[config.mk]
export PLATFORM = sky130hd
export DESIGN_NAME = spectrometer_frame_ctrl
export DESIGN_NICKNAME = d
export VERILOG_FILES = /design/src/rtl/spectrometer_frame_ctrl.sv
export SDC_FILE = /design/constraint.sdc
export NUM_CORES = 1
export LEC_CHECK = 0
export BUFFER_PORTS_ARGS = -buffer_cell sky130_fd_sc_hd__buf_2
export CELL_PAD_IN_SITES_DETAIL_PLACEMENT = 1
export CELL_PAD_IN_SITES_GLOBAL_PLACEMENT = 1
export CORE_UTILIZATION = 44
export DETAILED_ROUTE_END_ITERATION = 8
export GPL_ROUTABILITY_DRIVEN = 1
export GPL_TIMING_DRIVEN = 0
export PLACE_DENSITY = 0.95
export SLEW_MARGIN = 20
export SYNTH_ARGS = -nofsm -noshare
export SYNTH_HDL_FRONTEND = slang
export SYNTH_SLANG_ARGS = --single-unit
[constraint.sdc]
create_clock -name clock -period 9.8 [get_ports clock]
set_clock_uncertainty 0.1 [all_clocks]
set_input_delay 1.47 -clock clock [delete_from_list [all_inputs] [get_ports clock]]
set_output_delay 1.47 -clock clock [all_outputs]
set_load 0.02 [all_outputs]
[src/rtl/spectrometer_frame_ctrl.sv]
// Frame sequencer between the GPIO sample stream and the spectrometer datapath.
// Admits one configured frame per start, generates last flags, and watchdogs stalled frames.
module spectrometer_frame_ctrl #(
    parameter int IN_W  = 8,
    parameter int OUT_W = 16,
    parameter int CNT_W = 16,
    parameter int TO_W  = 20
) (
    input  logic             clock,
    input  logic             RSTB,
    input  logic             start,
    input  logic             abort,
    input  logic [CNT_W-1:0] cfg_in_len,
    input  logic [CNT_W-1:0] cfg_out_len,
    input  logic [TO_W-1:0]  cfg_timeout,
    input  logic             s_in_valid,
    output logic             s_in_ready,
    input  logic [IN_W-1:0]  s_in_data,
    output logic             dp_in_valid,
    input  logic             dp_in_ready,
    output logic [IN_W-1:0]  dp_in_data,
    output logic             dp_in_last,
    input  logic             dp_out_valid,
    output logic             dp_out_ready,
    input  logic [OUT_W-1:0] dp_out_data,
    input  logic             dp_out_last,
    output logic             m_out_valid,
    input  logic             m_out_ready,
    output logic [OUT_W-1:0] m_out_data,
    output logic             m_out_last,
    output logic             busy,
    output logic             done,
    output logic             err_timeout,
    output logic             err_last,
    output logic             err_cfg,
    output logic [CNT_W-1:0] in_cnt,
    output logic [CNT_W-1:0] out_cnt,
    output logic [2:0]       dbg_state
);

    // Every stream transfers a beat on a cycle where valid and ready are both high;
    // both paths are combinational, so a beat crosses this block in the same cycle.

    typedef enum logic [2:0] {
        S_IDLE  = 3'd0,
        S_LOAD  = 3'd1,
        S_DRAIN = 3'd2,
        S_DONE  = 3'd3,
        S_ERR   = 3'd4
    } state_t;

    localparam logic [CNT_W-1:0] CNT_ONE = {{(CNT_W-1){1'b0}}, 1'b1};
    localparam logic [TO_W-1:0]  TO_ONE  = {{(TO_W-1){1'b0}}, 1'b1};

    state_t            state;
    state_t            state_nxt;
    logic [CNT_W-1:0]  len_in;
    logic [CNT_W-1:0]  len_out;
    logic [TO_W-1:0]   to_lim;
    logic [TO_W-1:0]   wd_cnt;
    logic [TO_W-1:0]   wd_inc;
    logic              in_done;
    logic              out_done;
    logic              in_open;
    logic              out_open;
    logic              in_hs;
    logic              out_hs;
    logic              in_done_nxt;
    logic              out_done_nxt;
    logic              wd_fire;
    logic              cfg_ok;

    always_ff @(posedge clock) begin
        if (RSTB) begin
            state <= S_IDLE;
        end else begin
            state <= state_nxt;
        end
    end

    always_comb begin
        state_nxt    = state;
        in_open      = (state == S_LOAD) && !in_done;
        out_open     = ((state == S_LOAD) || (state == S_DRAIN)) && !out_done;
        s_in_ready   = in_open && dp_in_ready;
        dp_in_valid  = in_open && s_in_valid;
        dp_in_data   = in_open ? s_in_data : '0;
        dp_in_last   = in_open && (in_cnt == len_in - CNT_ONE);
        m_out_valid  = out_open && dp_out_valid;
        // In ERR the datapath is drained and its results are thrown away.
        dp_out_ready = (out_open && m_out_ready) || (state == S_ERR);
        m_out_data   = out_open ? dp_out_data : '0;
        m_out_last   = out_open && (out_cnt == len_out - CNT_ONE);
        in_hs        = dp_in_valid && dp_in_ready;
        out_hs       = m_out_valid && m_out_ready;
        in_done_nxt  = in_done || (in_hs && dp_in_last);
        out_done_nxt = out_done || (out_hs && m_out_last);
        busy         = (state == S_LOAD) || (state == S_DRAIN);
        done         = (state == S_DONE);
        cfg_ok       = (cfg_in_len != '0) && (cfg_out_len != '0);
        wd_inc       = wd_cnt + TO_ONE;
        wd_fire      = busy && (to_lim != '0) && !in_hs && !out_hs && (wd_inc == to_lim);

        case (state)
            S_IDLE:  if (start && cfg_ok) state_nxt = S_LOAD;
            S_LOAD: begin
                if (in_done_nxt && out_done_nxt) state_nxt = S_DONE;
                else if (in_done_nxt)            state_nxt = S_DRAIN;
                else if (wd_fire)                state_nxt = S_ERR;
            end
            S_DRAIN: begin
                if (out_done_nxt) state_nxt = S_DONE;
                else if (wd_fire) state_nxt = S_ERR;
            end
            S_DONE:  state_nxt = S_IDLE;
            S_ERR:   state_nxt = S_ERR;
            default: state_nxt = S_IDLE;
        endcase

        if (abort) state_nxt = S_IDLE;
    end

    always_ff @(posedge clock) begin
        if (RSTB) begin
            len_in      <= '0;
            len_out     <= '0;
            to_lim      <= '0;
            in_cnt      <= '0;
            out_cnt     <= '0;
            in_done     <= 1'b0;
            out_done    <= 1'b0;
            wd_cnt      <= '0;
            err_timeout <= 1'b0;
            err_last    <= 1'b0;
            err_cfg     <= 1'b0;
        end else begin
            err_cfg <= 1'b0;
            if (abort) begin
                in_cnt      <= '0;
                out_cnt     <= '0;
                in_done     <= 1'b0;
                out_done    <= 1'b0;
                wd_cnt      <= '0;
                err_timeout <= 1'b0;
                err_last    <= 1'b0;
            end else if ((state == S_IDLE) && start) begin
                if (!cfg_ok) begin
                    err_cfg <= 1'b1;
                end else begin
                    len_in      <= cfg_in_len;
                    len_out     <= cfg_out_len;
                    to_lim      <= cfg_timeout;
                    in_cnt      <= '0;
                    out_cnt     <= '0;
                    in_done     <= 1'b0;
                    out_done    <= 1'b0;
                    wd_cnt      <= '0;
                    err_timeout <= 1'b0;
                    err_last    <= 1'b0;
                end
            end else begin
                if (in_hs)  in_cnt  <= in_cnt + CNT_ONE;
                if (out_hs) out_cnt <= out_cnt + CNT_ONE;
                in_done  <= in_done_nxt;
                out_done <= out_done_nxt;
                // Watchdog measures idle cycles since the last transfer or state change.
                if (in_hs || out_hs || (state_nxt != state)) wd_cnt <= '0;
                else if (busy)                                wd_cnt <= wd_inc;
                if (wd_fire) err_timeout <= 1'b1;
                if (out_hs && (dp_out_last != m_out_last)) err_last <= 1'b1;
            end
        end
    end

    assign dbg_state = state;

endmodule

==> metrics.log <==
INFO  metric status = complete, no violations
INFO  metric cts_tree = yes
INFO  metric initial_core_util = 44.86%
INFO  metric ctsLongestPathBuffers = 2
INFO  metric critPathMaxFanout = 7
INFO  metric rsz0062_at_grt = no
INFO  metric final_critical_path_share_of_the_clock_period = 52.56%
INFO  metric period_needed = 5.151 ns
INFO  metric grt.overflow.total = 0
INFO  metric first_iter_violations = 404
INFO  metric drv_slew = 0
INFO  metric cts.root.buffer_cell = clkbuf_16
INFO  metric clock_buffer_count_from_cts = 9
INFO  metric detail_route.vias_per_cell = 5.950
INFO  metric via_count_of_the_first_global_routing_pass = 7,507
INFO  metric critPathMostFrequentCell = a21oi_1
INFO  metric setup_viol_count_final = 0
INFO  metric overall_fraction_of_global_route_tracks_in_use = 29.87%
INFO  metric fp.dieArea = 16,650 sq um
INFO  metric cell_types_with_the_largest_area_share_after_synthesis = dfxtp_1 32%, mux2i_1 7.9%, nor2_1 6.1%
INFO  metric timing.critical_path.slowest_stage_cell = a2111oi_0
INFO  metric die_w = 129.0 um
INFO  metric path_cells = inv_1 > ha_1 > or4b_1 > clkbuf_1 > nor4_1 > a21oi_1 > a2111oi_0 > nand3_1 > a21oi_1 > buf_2
INFO  metric worst_slew_pin_slew = 0.9559 ns
INFO  metric io_pins = 155
INFO  metric postSynth.topFlopCell = dfxtp_1
INFO  metric netlist.area_leader.share = 31.58%
INFO  metric mostFrequentLayoutCell = buf_2
INFO  metric setup_buffers_after_cts = 0
INFO  metric synth_edf_count = 0
INFO  metric drc_errors = 0
INFO  metric postSynthAreaPerCell = 8.032 sq um
INFO  metric post_synth_net_total = 974
INFO  metric cts.reportedPaths.clkPinSlew = 0.08 ns
INFO  metric power_density = 124.9 nW/um^2
INFO  metric synthesis.instances = 884
INFO  metric placementRows = 46
INFO  metric finalHoldViolCount = 0
INFO  metric num_antenna_cells = 0
INFO  metric ctsResizeCount = 0
INFO  metric clk_latency = 0.37 ns
INFO  metric drt_first_pass_iters = 5
INFO  metric cp.arrival = 3.58 ns
INFO  metric area_growth = 19.00%
INFO  metric synth_cell_types = 73
INFO  metric holdCritPathClass = register to register
INFO  metric num_vias = 7,550
INFO  metric drive_gt1_share = 18.52%
INFO  metric ys_seq_area_share = 31.58%
INFO  metric cpPeakStageDelay = 0.75 ns
INFO  metric cts.htree.levels = 3
INFO  metric layout.area.seq = 2242 sq um
INFO  metric hold_slack_final = 0.4206 ns
INFO  metric ctsHoldBuffers = 0
INFO  metric antenna_found_initial = 1
INFO  metric synth-warning-count = 0
INFO  metric fillerInstances = 2,027
INFO  metric clock.fmax = 0.1941 GHz
INFO  metric grt_max_degree = 21
INFO  metric place_congestion = 0.8909
INFO  metric yosysTopAreaCell = dfxtp_1
INFO  metric finalWorstSetupSlack = 4.649 ns
INFO  metric die_h = 129.0 um
INFO  metric worstSetupEndpointType = output port
INFO  metric vdd_drop_max = 106.5 uV
INFO  metric asyncSetResetFlopFracSynth = 0%
INFO  metric drt.antenna.violating_nets = 0
INFO  metric slew_headroom = 35.74%
INFO  metric tritoncts_num_sinks = 112
INFO  metric timing.setup.critical_path_class = register to output port
INFO  metric worst_setup_path_start_kind = register
INFO  metric numPortBuffers = 153
INFO  metric crit_required = 8.23 ns
INFO  metric net_total_in_the_final_layout = 1,138
INFO  metric post-dp-hpwl = 18.66 mm
INFO  metric total_leakage_power = 3.637 nW
INFO  metric preCtsSetupSlack = 4.884 ns
INFO  metric drv.max_cap_violation_count = 0
INFO  metric wl_cell = 19.50 um
INFO  metric wirelength = 24.75 mm
INFO  metric std_cell_core_area = 15,830 sq um
INFO  metric layout.cells.most_common_list = 157 x buf_2, 115 x nor2_1, 112 x dfxtp_1
INFO  metric syn-cell-area = 7101 sq um
INFO  metric wire_length_of_the_first_global_routing_pass = 38.83 mm
INFO  metric setup_tns = 0 ns
INFO  metric multiInputGateArea = 4564 sq um
INFO  metric number_of_flip_flops_and_latches_in_the_synthesized_netlist = 112
[final cells by class]
cell class / count / share of cell area (%)
inverter: 27 / 1.199
sequential: 112 / 26.54
tap: 216 / 3.199
timing repair buffer: 153 / 9.063
multi-input combinational: 696 / 54.02
buffer: 49 / 2.280
clock inverter: 7 / 1.037
clock buffer: 9 / 2.665
[path summary, 6_finish.rpt]
check                         startpoint                       to  slack (ns)  cells after the start
hold / removal     err_last$_SDFFE_PP0P_    err_last$_SDFFE_PP0P_        0.42                      2
hold reg to reg    err_last$_SDFFE_PP0P_    err_last$_SDFFE_PP0P_        0.42                      2
setup / recovery  len_in[0]$_SDFFE_PP0P_               dp_in_last        4.65                     10
setup reg to reg  len_in[0]$_SDFFE_PP0P_  wd_cnt[19]$_SDFFE_PP0P_        4.79                     13
[routing by layer]
metal | GRT usage (%) | vias up | part of all wire, %
met1 | 35.66 | 3687 | 41
met2 | 52.66 | 248 | 50
met4 | 13.98 | 2 | 3.8
met3 | 4.624 | 73 | 4.7
met5 | 0 | - | 0.053
li1 | - | 3540 | -
[stage by stage]
stage / power [mW] / cell area (sq um) / std cells / util, %
after CTS: 1.059 / 8449 / 1269 / 53.38
after global routing: 1.095 / 8449 / 1269 / 53.38
after global placement: 0.6556 / 8137 / 1253 / 51.41
after detailed placement: 0.6638 / 8137 / 1253 / 51.41
final: 1.055 / 8449 / 1269 / 53.38
after floorplan: 0.6038 / 7101 / 884 / -
[power by group]
| part | total [mW] | switching, mW | leakage, nW | internal [mW] |
|---|---|---|---|---|
| logic | 0.175 | 0.101 | 2.58 | 0.0739 |
| registers | 0.482 | 0.0165 | 0.908 | 0.466 |
| clock network | 0.398 | 0.194 | 0.145 | 0.203 |
| total | 1.06 | 0.312 | 3.64 | 0.743 |
[sequential cells by signal, summed over array words and instances, names as in the netlist]
register / cells
dbg_state: 3
err_cfg: 1
err_last: 1
err_timeout: 1
in_cnt: 16
in_done: 1
len_in: 16
len_out: 16
out_cnt: 16
out_done: 1
to_lim: 20
wd_cnt: 20
[worst max-delay path: cells and delay by family (launching register included)]
| family | cells | cell delay (ns) |
|---|---|---|
| buf+inv | 3 | 0.48 |
| flops | 1 | 0.38 |
| compound gates | 3 | 1.12 |
| simple gates | 3 | 0.96 |
| fa+ha+maj | 1 | 0.26 |
[cells in the mapped netlist, drive strengths merged, types with 6 or more instances]
master    n
a211oi    7
a21oi    35
a31oi     7
and2     35
and3     14
and4      6
buf      11
clkbuf   38
dfxtp   112
inv      27
mux2i    56
nand2    51
nand2b    9
nand3    42
nand4    22
nor2    115
nor2b     6
nor3     21
nor3b     7
nor4     37
nor4b     6
o211ai    8
o21ai    29
o221ai    9
o22ai     7
or2       6
or3      10
or4       6
xnor2    37
xor2     43
[cells by family after synthesis]
family | after synthesis | share of synthesized area, %
AO/OA/AOI/OAI | 138 | 13.60
flip-flops | 112 | 31.58
adder cells (fa/ha/maj) | 5 | 0.8811
AND/OR/NAND/NOR | 413 | 31.24
XOR/XNOR | 81 | 10.18
multiplexers | 59 | 8.370
buffers and inverters | 76 | 4.141
(Power assumes the default switching activity.)
